## src/rtl/proc_pkg.sv

```systemverilog
// Shared fetch-side types: program-counter and instruction widths plus the queue entry payload.
package proc_pkg;

  localparam int unsigned PC_W    = 10;
  localparam int unsigned INSTR_W = 9;

  typedef logic [PC_W-1:0]    pc_t;
  typedef logic [INSTR_W-1:0] instr_t;

  typedef struct packed {
    instr_t instr;
    pc_t    pc;
  } fq_entry_t;

endpackage

```

## src/rtl/ipq_fifo.sv

```systemverilog
// Small synchronous FIFO of fetched instructions with flush.
// The head entry is read directly from storage, so there is no bypass from push to head.
module ipq_fifo
  import proc_pkg::*;
#(
  parameter int unsigned DEPTH = 4,
  localparam int unsigned AW = $clog2(DEPTH),
  localparam int unsigned CW = AW + 1
) (
  input  logic          clk,
  input  logic          rst_n,
  input  logic          push,
  input  logic          pop,
  input  logic          flush,
  input  fq_entry_t     wdata,
  output fq_entry_t     head,
  output logic [CW-1:0] count
);

  fq_entry_t       mem [DEPTH];
  logic [AW-1:0]   rd_ptr;
  logic [AW-1:0]   wr_ptr;
  logic            push_ok;
  logic            pop_ok;

  assign push_ok = push && (count != CW'(DEPTH));
  assign pop_ok  = pop && (count != '0);
  assign head    = mem[rd_ptr];

  // Pointers wrap naturally because DEPTH is a power of two.
  always_ff @(posedge clk or negedge rst_n) begin
    if (!rst_n) begin
      rd_ptr <= '0;
      wr_ptr <= '0;
      count  <= '0;
    end else if (flush) begin
      rd_ptr <= '0;
      wr_ptr <= '0;
      count  <= '0;
    end else begin
      if (push_ok) wr_ptr <= wr_ptr + AW'(1);
      if (pop_ok)  rd_ptr <= rd_ptr + AW'(1);
      case ({push_ok, pop_ok})
        2'b10:   count <= count + CW'(1);
        2'b01:   count <= count - CW'(1);
        default: count <= count;
      endcase
    end
  end

  // Entry storage; cleared on reset so the head reads zero until the first capture.
  always_ff @(posedge clk or negedge rst_n) begin
    if (!rst_n) begin
      for (int unsigned i = 0; i < DEPTH; i++) mem[i] <= '0;
    end else if (push_ok && !flush) begin
      mem[wr_ptr] <= wdata;
    end
  end

endmodule

```

## src/rtl/inst_prefetch_queue.sv

```systemverilog
// Instruction prefetch stage: issues ROM reads, absorbs the 1-cycle ROM latency and
// queues instructions for decode, with a full flush on a taken redirect.
module inst_prefetch_queue
  import proc_pkg::*;
#(
  parameter int unsigned DEPTH = 4
) (
  input  logic               Clk,
  input  logic               Reset,
  input  logic               Start,
  input  logic               Redirect,
  input  logic [PC_W-1:0]    RedirectTarget,
  output logic               FetchEn,
  output logic [PC_W-1:0]    FetchAddr,
  input  logic [INSTR_W-1:0] FetchData,
  output logic               InstValid,
  output logic [INSTR_W-1:0] Instr,
  output logic [PC_W-1:0]    InstPC,
  input  logic               InstReady
);

  localparam int unsigned CW  = $clog2(DEPTH) + 1;
  localparam int unsigned CRW = CW + 1;

  pc_t           fetch_ptr;
  pc_t           inflight_pc;
  logic          inflight;
  logic [CW-1:0] q_count;
  fq_entry_t     q_head;
  fq_entry_t     q_wdata;
  logic          q_push;
  logic          q_pop;
  logic          has_credit;

  // A slot is reserved for the outstanding read so a capture can never overflow the queue.
  assign has_credit = (CRW'(q_count) + CRW'(inflight)) < CRW'(DEPTH);
  assign FetchEn    = Reset && !Start && !Redirect && has_credit;
  assign FetchAddr  = fetch_ptr;

  // A response landing in the redirect cycle belongs to the old path and is dropped.
  assign q_push  = inflight && !Redirect;
  assign q_pop   = InstValid && InstReady;
  assign q_wdata = '{instr: FetchData, pc: inflight_pc};

  assign InstValid = (q_count != '0);
  assign Instr     = q_head.instr;
  assign InstPC    = q_head.pc;

  always_ff @(posedge Clk or negedge Reset) begin
    if (!Reset) begin
      fetch_ptr   <= '0;
      inflight    <= 1'b0;
      inflight_pc <= '0;
    end else if (Redirect) begin
      fetch_ptr <= RedirectTarget;
      inflight  <= 1'b0;
    end else begin
      inflight <= FetchEn;
      if (FetchEn) begin
        fetch_ptr   <= fetch_ptr + PC_W'(1);
        inflight_pc <= fetch_ptr;
      end
    end
  end

  ipq_fifo #(
    .DEPTH (DEPTH)
  ) u_fifo (
    .clk   (Clk),
    .rst_n (Reset),
    .push  (q_push),
    .pop   (q_pop),
    .flush (Redirect),
    .wdata (q_wdata),
    .head  (q_head),
    .count (q_count)
  );

endmodule
```

## config.mk

```make
export PLATFORM = sky130hd
export DESIGN_NAME = inst_prefetch_queue
export DESIGN_NICKNAME = d
export VERILOG_FILES = /design/src/rtl/proc_pkg.sv /design/src/rtl/ipq_fifo.sv /design/src/rtl/inst_prefetch_queue.sv
export SDC_FILE = /design/constraint.sdc
export NUM_CORES = 1
export LEC_CHECK = 0
export CELL_PAD_IN_SITES_DETAIL_PLACEMENT = 0
export CELL_PAD_IN_SITES_GLOBAL_PLACEMENT = 1
export CORE_ASPECT_RATIO = 1.4
export CORE_MARGIN = 3
export CORE_UTILIZATION = 30
export CTS_BUF_LIST = sky130_fd_sc_hd__clkbuf_2
export CTS_CLUSTER_SIZE = 12
export DETAILED_ROUTE_END_ITERATION = 10
export PLACE_DENSITY = 0.58
export SLEW_MARGIN = 20
export SYNTH_ARGS = -nofsm -noshare
export SYNTH_HDL_FRONTEND = slang
export SYNTH_HIERARCHICAL = 1
export SYNTH_SLANG_ARGS = --single-unit
export TNS_END_PERCENT = 100
```

## constraint.sdc

```tcl
create_clock -name Clk -period 2.3 [get_ports Clk]
set_input_delay 0.575 -clock Clk [delete_from_list [all_inputs] [get_ports Clk]]
set_output_delay 0.575 -clock Clk [all_outputs]
set_load 0.01 [all_outputs]
```

==> summary.txt, run 1 <==
Status
  • Status: finished with violations
  • Failing checks: setup timing

Timing
  • Setup-failing EPs final: 19
  • Tcrit/Tclk final: 109%
  • Max-slew headroom: 55.0%
  • Max Freq: 398 MHz
  • Final Hold Viols: 0
  • Clock Skew: 39.4 ps
  • Unrepaired setup endpoints after global routing: yes
  • Post-layout min period: 2510 ps
  • Slew Limit Fails: 0
  • Final WS setup: -211 ps
  • Slew of the pin with the lowest slew margin: 675 ps

CTS
  • Worst skew pair latency: 580 ps
  • Clock Pin Slew Worst Setup and Hold Paths: 320 ps
  • Clk sinks: 104
  • Hold buffers post-CTS: 0
  • Clock buffer count from CTS: 9
  • Clock root buffer master: clkbuf_2
  • H-tree depth: 3
  • Max clock buf depth: 2
  • CTS tree: yes

Synth
  • Main synth FF type: dfrtp_1
  • Async set or reset register ratio after synthesis: 100%
  • EDFF count, synth: 0
  • Largest area contributor in the netlist: dfrtp_1
  • Post-synth top area share: 54.3%
  • Distinct cells, synth: 44
  • Area contributors post-synth: dfrtp_1, mux2_2, mux4_2, nand2_1, o21ai_0
  • Count leader, synth: dfrtp_1
  • Top cells by count, synth: dfrtp_1, mux2_2, nand2_1, mux4_2, o21ai_0
  • Post-Syn Instances: 352
  • Cell area after synthesis: 0.00479 mm²
  • Syn_nets: 382
  • #FFs+latches synth: 104
  • Warnings, synthesis: 6
  • Syn Area/Cell: 13.6 µm²
  • Post-synthesis sequential area ratio: 54.3%

Drt
  • Number of remaining DRC errors: 0
  • Routed wire length: 10600 µm
  • TritonRoute pass-1 iters: 4
  • WL/cell: 16.6 µm
  • Via Count: 3075
  • Final ANT Viol Nets: 0
  • Initial DRC Count: 104
  • Average via count per standard cell: 4.80

Power
  • Worst IR Drop VDD: 0.000227 V
  • P per Cell Area: 622 mW/mm²
  • Static Leak: 2.83 nW

Worst setup path
  • Worst R2R End: u_fifo/count[1]$_DFFE_PN0P_
  • Required time of the critical path: 1730 ps
  • R2r startpoint: u_fifo/count[2]$_DFFE_PN0P_
  • Crit path max fanout: 7
  • Worst R2R Path Depth: 9
  • CP endpoint kind: output pin
  • Flop-to-flop setup slack: 100 ps
  • CP Launch Type: flip-flop
  • CP arrival: 1940 ps
  • CP Class: reg -> out

Floorplanning
  • I/O Pins: 55
  • Starting Density: 30.7%
  • Overall die area: 0.0175 mm²
  • Rows: 54
  • Core ar.: 0.0156 mm²
  • Die Y: 156 µm
  • Die width: 113 µm

Place
  • Final GP Congestion: 0.753
  • DP HPWL: 7020 µm
  • Port bufs: 54
  • Pre-CTS WS: -351 ps
  • Dpl cell area: 0.00579 mm²

Final layout
  • Ratio of cells with drive above 1 in the final layout: 43.1%
  • P&R area growth vs syn: 26.3%
  • Filler cell count in the final layout: 1538
  • Final net count: 468
  • Footprint of the multi-input gates: 0.00209 mm²
  • Sequential cell area: 0.00261 mm²
  • Final instance area: 0.00605 mm²

Global routing
  • Pin count of the biggest net entering global routing: 54
  • Grt total ovfl: 0
  • Vias in the first global route: 3279
  • Initial antenna violation count: 1
  • GRT Overall Usage: 12.7%
  • First-pass GRT wire length: 17700 µm

Min path
  • Worst min-delay path class: in -> async

Run
  • Max cap viols: 0
[through the flow]
stage	TNS (ps)	hold slack, ps	power, mW	utilization, %	instances
4_1_cts	-6020	49.4	3.80	38.3	636
6_report	-3440	95.1	3.77	38.8	640
3_5_place_dp	-10850	487	2.84	37.1	610
2_1_floorplan	0	279	2.44	-	352
5_1_grt	-5680	60.9	3.99	38.8	640
3_3_place_gp	-9700	482	2.82	37.1	610
[critical path: stages, from the launching register on]
cell     delay, ps
dfrtp_2        520
buf_12         160
mux4_2         540
buf_6          150
[final cells by class]
cell class	instances	area share (%)
flip-flops and latches	104	43.1
inverters	9	0.558
well taps	196	4.05
repair buffers	91	15.4
multi-input cells	223	34.6
clock inverters	7	1.47
clock buffers	9	0.745
diodes	1	0.0414
[worst max path at each step]
stage / from / end / cells past startpoint
6_report: u_fifo/rd_ptr[0]$_DFFE_PN0P_ / InstPC[6] / 3
5_1_grt: u_fifo/rd_ptr[0]$_DFFE_PN0P_ / InstPC[6] / 3
4_1_cts: u_fifo/rd_ptr[0]$_DFFE_PN0P_ / InstPC[9] / 4
3_5_place_dp: Start / FetchEn / 5
3_3_place_gp: Start / FetchEn / 5
2_1_floorplan: u_fifo/count[1]$_DFFE_PN0P_ / u_fifo/count[1]$_DFFE_PN0P_ / 9
[placed cells by master (no fill, tap or decap), types with 3 or more instances in the layout]
| master | n |
|---|---|
| a21oi_1 | 5 |
| a22oi_1 | 4 |
| buf_12 | 8 |
| buf_2 | 4 |
| buf_4 | 28 |
| buf_6 | 18 |
| clkbuf_2 | 9 |
| clkdlybuf4s50_1 | 31 |
| dfrtp_1 | 99 |
| dfrtp_2 | 5 |
| ha_1 | 5 |
| inv_1 | 8 |
| inv_8 | 3 |
| mux2_2 | 76 |
| mux4_2 | 19 |
| nand2_1 | 37 |
| nand2_2 | 5 |
| nand3_1 | 6 |
| nand4_1 | 3 |
| nor2_1 | 11 |
| o21ai_0 | 12 |
| xnor2_1 | 3 |
[per-layer routing]
metal	track usage [%]	up-vias	part of all wire [%]
met4	4.30	0	1.3
met1	16.5	1574	45
met5	0	-	0
met3	1.95	6	2.4
met2	21.8	42	51
li1	-	1453	-
[repair_timing]
item | 4_1_cts | 5_1_grt
setup endpoints to repair | 29 | 26
resized for setup | 101 | 16
gates cloned | 1 | 0
pin swaps | 1 | 5
setup buffers | 10 | 5
[logic make-up after synthesis]
group	Yosys count	share of synthesized area [%]
AO/OA/AOI/OAI	37	5.20
XOR/XNOR	5	0.914
adder cells (fa/ha/maj)	6	1.72
buffers and inverters	25	2.30
flip-flops	104	54.3
multiplexers	97	27.2
AND/OR/NAND/NOR	78	8.28
[sequential cells by signal, indices dropped and copies added, names as in the netlist]
signal         cells
inflight_pc       10
u_fifo/mem        76
u_fifo/rd_ptr      2
u_fifo/wr_ptr      2
inflight           1
FetchAddr         10
u_fifo/count       3
[power by group]
part / internal [mW] / leakage [nW] / switching (mW)
Combinational: 0.433 / 1.36 / 0.297
Clock: 0.280 / 0.0781 / 0.661
Sequential: 1.99 / 1.39 / 0.108
No activity file was read; power rests on OpenSTA's default activity.
==> run 2, diff against run 1 <==
ABC_AREA = 1   (was not set)
PLACE_DENSITY = 0.59   (was 0.58)
clock period = 2.8 ns   (was 2.3 ns; I/O delays follow)
==> summary.txt, run 2 <==
Status
  • Status: complete, no violations (was finished with violations)

Global routing
  • GRT Overall Usage: 14.4% (was 12.7%)
  • Vias in the first global route: 4064 (was 3279)
  • Grt total ovfl: 0 (unchanged)
  • First-pass GRT wire length: 20400 µm (was 17700 µm)
  • Pin count of the biggest net entering global routing: 55 (was 54)
  • Initial antenna violation count: 1 (unchanged)

Synth
  • Cell area after synthesis: 0.00498 mm² (was 0.00479 mm²)
  • Area contributors post-synth: dfrtp_1, nand2_1, o21ai_0, nor2_1, buf_6 (was dfrtp_1, mux2_2, mux4_2, nand2_1, o21ai_0)
  • #FFs+latches synth: 104 (unchanged)
  • Syn Area/Cell: 8.56 µm² (was 13.6 µm²)
  • Post-synthesis sequential area ratio: 52.3% (was 54.3%)
  • Largest area contributor in the netlist: dfrtp_1 (unchanged)
  • Main synth FF type: dfrtp_1 (unchanged)
  • Distinct cells, synth: 28 (was 44)
  • EDFF count, synth: 0 (unchanged)
  • Warnings, synthesis: 6 (unchanged)
  • Syn_nets: 611 (was 382)
  • Count leader, synth: nand2_1 (was dfrtp_1)
  • Top cells by count, synth: nand2_1, dfrtp_1, o21ai_0, nor2_1, inv_1 (was dfrtp_1, mux2_2, nand2_1, mux4_2, o21ai_0)
  • Post-synth top area share: 52.3% (was 54.3%)
  • Async set or reset register ratio after synthesis: 100% (unchanged)
  • Post-Syn Instances: 581 (was 352)

CTS
  • Clock buffer count from CTS: 9 (unchanged)
  • Worst skew pair latency: 620 ps (was 580 ps)
  • H-tree depth: 3 (unchanged)
  • Max clock buf depth: 2 (unchanged)
  • Clock Pin Slew Worst Setup and Hold Paths: 280 ps (was 320 ps)
  • CTS tree: yes (unchanged)
  • Clk sinks: 104 (unchanged)
  • Clock root buffer master: clkbuf_2 (unchanged)
  • Hold buffers post-CTS: 0 (unchanged)

Power
  • Worst IR Drop VDD: 0.000243 V (was 0.000227 V)
  • Static Leak: 2.80 nW (was 2.83 nW)
  • Power Internal: 2.66 mW (was 2.70 mW)
  • Psw: 1.57 mW (was 1.07 mW)
  • Sw Ratio: 37.1% (was 28.3%)
  • Pwr Total: 4.23 mW (was 3.77 mW)
  • P per Cell Area: 726 mW/mm² (was 622 mW/mm²)
  • Clock Power Share: 16.5% (was 25.0%)
  • Reg power frac: 45.3% (was 55.6%)
  • Gate power share: 38.1% (was 19.4%)

Place
  • Final GP Congestion: 0.747 (was 0.753)
  • Port bufs: 54 (unchanged)
  • DP HPWL: 7990 µm (was 7020 µm)

Timing
  • Tcrit/Tclk final: 96.7%
  • Slew of the pin with the lowest slew margin: 682 ps (was 675 ps)
  • Max-slew headroom: 54.5% (was 55.0%)
  • Setup-failing EPs final: 0 (was 19)
  • Max Freq: 369 MHz
  • Final Hold Viols: 0 (unchanged)
  • Clock Skew: 34.8 ps (was 39.4 ps)
  • Setup TNS Final: 0 ps (was -3440 ps)
  • Unrepaired setup endpoints after global routing: no (was yes)
  • Slew Limit Fails: 0 (unchanged)
  • Post-layout min period: 2710 ps

Final layout
  • P&R area growth vs syn: 17.0% (was 26.3%)
  • Most flops, register: u_fifo/mem (unchanged)
  • Filler cell count in the final layout: 1727 (was 1538)
  • Most frequent cells in the layout: nand2_1, dfrtp_1, o21ai_0 (was dfrtp_1, mux2_2, nand2_1)
  • Most common cell after layout, fill and taps aside: nand2_1 (was dfrtp_1)
  • Max reg flops: 76 (unchanged)
  • Ratio of cells with drive above 1 in the final layout: 11.1% (was 43.1%)
  • Layout Utilization: 35.8% (was 38.8%)
  • Final net count: 664 (was 468)

Floorplanning
  • Rows: 55 (was 54)
  • Starting Density: 30.6% (was 30.7%)
  • Die width: 115 µm (was 113 µm)
  • Die Y: 158 µm (was 156 µm)
  • Core ar.: 0.0162 mm² (was 0.0156 mm²)
  • Overall die area: 0.0182 mm² (was 0.0175 mm²)
  • I/O Pins: 55 (unchanged)

Drt
  • Via Count: 3952 (was 3075)
  • Routed wire length: 12200 µm (was 10600 µm)
  • Average via count per standard cell: 4.71 (was 4.80)
  • Final ANT Viol Nets: 0 (unchanged)
  • Number of remaining DRC errors: 0 (unchanged)
  • Initial DRC Count: 250 (was 104)
  • WL/cell: 14.5 µm (was 16.6 µm)
  • TritonRoute pass-1 iters: 4 (unchanged)

Worst setup path
  • Crit path max fanout: 3 (was 7)
  • Required time of the critical path: 2100 ps (was 1730 ps)
  • CP Launch Type: primary input (was flip-flop)
  • CP arrival: 2010 ps (was 1940 ps)
  • CP endpoint kind: output pin (unchanged)
  • CP Class: in -> out (was reg -> out)

Min path
  • Worst min-delay path class: in -> async (unchanged)

Run
  • Max cap viols: 0 (unchanged)
[run 2: changes by cell type after synthesis, moves of 14 or more]
cell	change
nor2_1	+39
mux2_2	-76
inv_1	+36
o21ai_1	+33
o21ai_0	+70
nand2_1	+108
buf_6	+14
mux4_2	-19
nand3_1	+18
o22ai_1	+19
[run 2: path summary, 6_finish.rpt]
check | from | end | slack [ps] | depth (start not counted)
max | Redirect | FetchEn | 90 | 5
min | Reset | u_fifo/mem[14]$_DFFE_PN0P_ | 200 | 2
max reg2reg | u_fifo/count[0]$_DFFE_PN0P_ | u_fifo/count[2]$_DFFE_PN0P_ | 420 | 13
min reg2reg | u_fifo/mem[40]$_DFFE_PN0P_ | u_fifo/mem[40]$_DFFE_PN0P_ | 520 | 2
max in group asynchronous | Reset | u_fifo/count[2]$_DFFE_PN0P_ | 1370 | 3
min in group Clk | u_fifo/mem[40]$_DFFE_PN0P_ | u_fifo/mem[40]$_DFFE_PN0P_ | 520 | 2
[run 2: routing by layer]
layer  wire, µm  vias up  global-route usage (%)
met3        566       16                    3.80
li1           -     2005                       -
met4        261        0                    5.87
met5          0        -                       0
met2       5950       72                    24.7
met1       5380     1859                    16.9
[run 2: timing repair]
item                                    CTS  global route
resized for setup                        27             9
buffers inserted                          1             3
endpoints found under the setup margin   20             6
pin swaps                                 0             1
hold endpoints to repair                  0             0
[run 2: cell type report]
type / count / area (µm²) / area share, %
Sequential cell: 104 / 2610 / 44.8
Tap cell: 199 / 249 / 4.28
Clock inverter: 7 / 62.6 / 1.07
Clock buffer: 9 / 45.0 / 0.774
Multi-Input combinational cell: 398 / 1960 / 33.7
Inverter: 46 / 173 / 2.97
Antenna cell: 1 / 2.50 / 0.0430
Timing Repair Buffer: 75 / 719 / 12.4
[run 2: cell families (layout without fill, tap and decap cells)]
kind of cell	count (synthesis)	in the layout	synth area share, %
adder cells (fa/ha/maj)	6	6	1.66
XOR/XNOR	2	2	0.352
AO/OA/AOI/OAI	150	150	16.5
buffers and inverters	79	137	8.40
other	0	1	0
flip-flops	104	104	52.3
AND/OR/NAND/NOR	240	240	20.8
[run 2: metrics by stage]
stage,hold slack (ps),setup slack (ps),cell area [µm²],std cells
final,197,92.2,5820,839
after CTS,170,9.94,5790,835
after detailed placement,467,73.6,5670,818
after global placement,461,73.3,5670,818
after floorplan,404,544,4980,581
after global routing,199,7.63,5820,839
[run 2: power groups by stage]
stage / Combinational [mW] / Sequential [mW] / Clock, mW
after floorplan: 0.941 / 1.91 / 0
after global placement: 1.71 / 1.95 / 0
after detailed placement: 1.73 / 1.96 / 0
after CTS: 1.63 / 1.92 / 0.748
after global routing: 1.82 / 1.96 / 0.802
final: 1.61 / 1.92 / 0.699
[run 2: critical path: stages]
cell,delay [ps]
clkdlybuf4s50_1,450
nor2_2,170
nand3_4,80
inv_2,70
clkdlybuf4s50_1,530
==> run 3, diff against run 2 <==
CTS_CLUSTER_DIAMETER = 200   (was not set)
==> results of run 3 <==
Same layout as run 2: the final DEF is identical, and so are final timing and power.
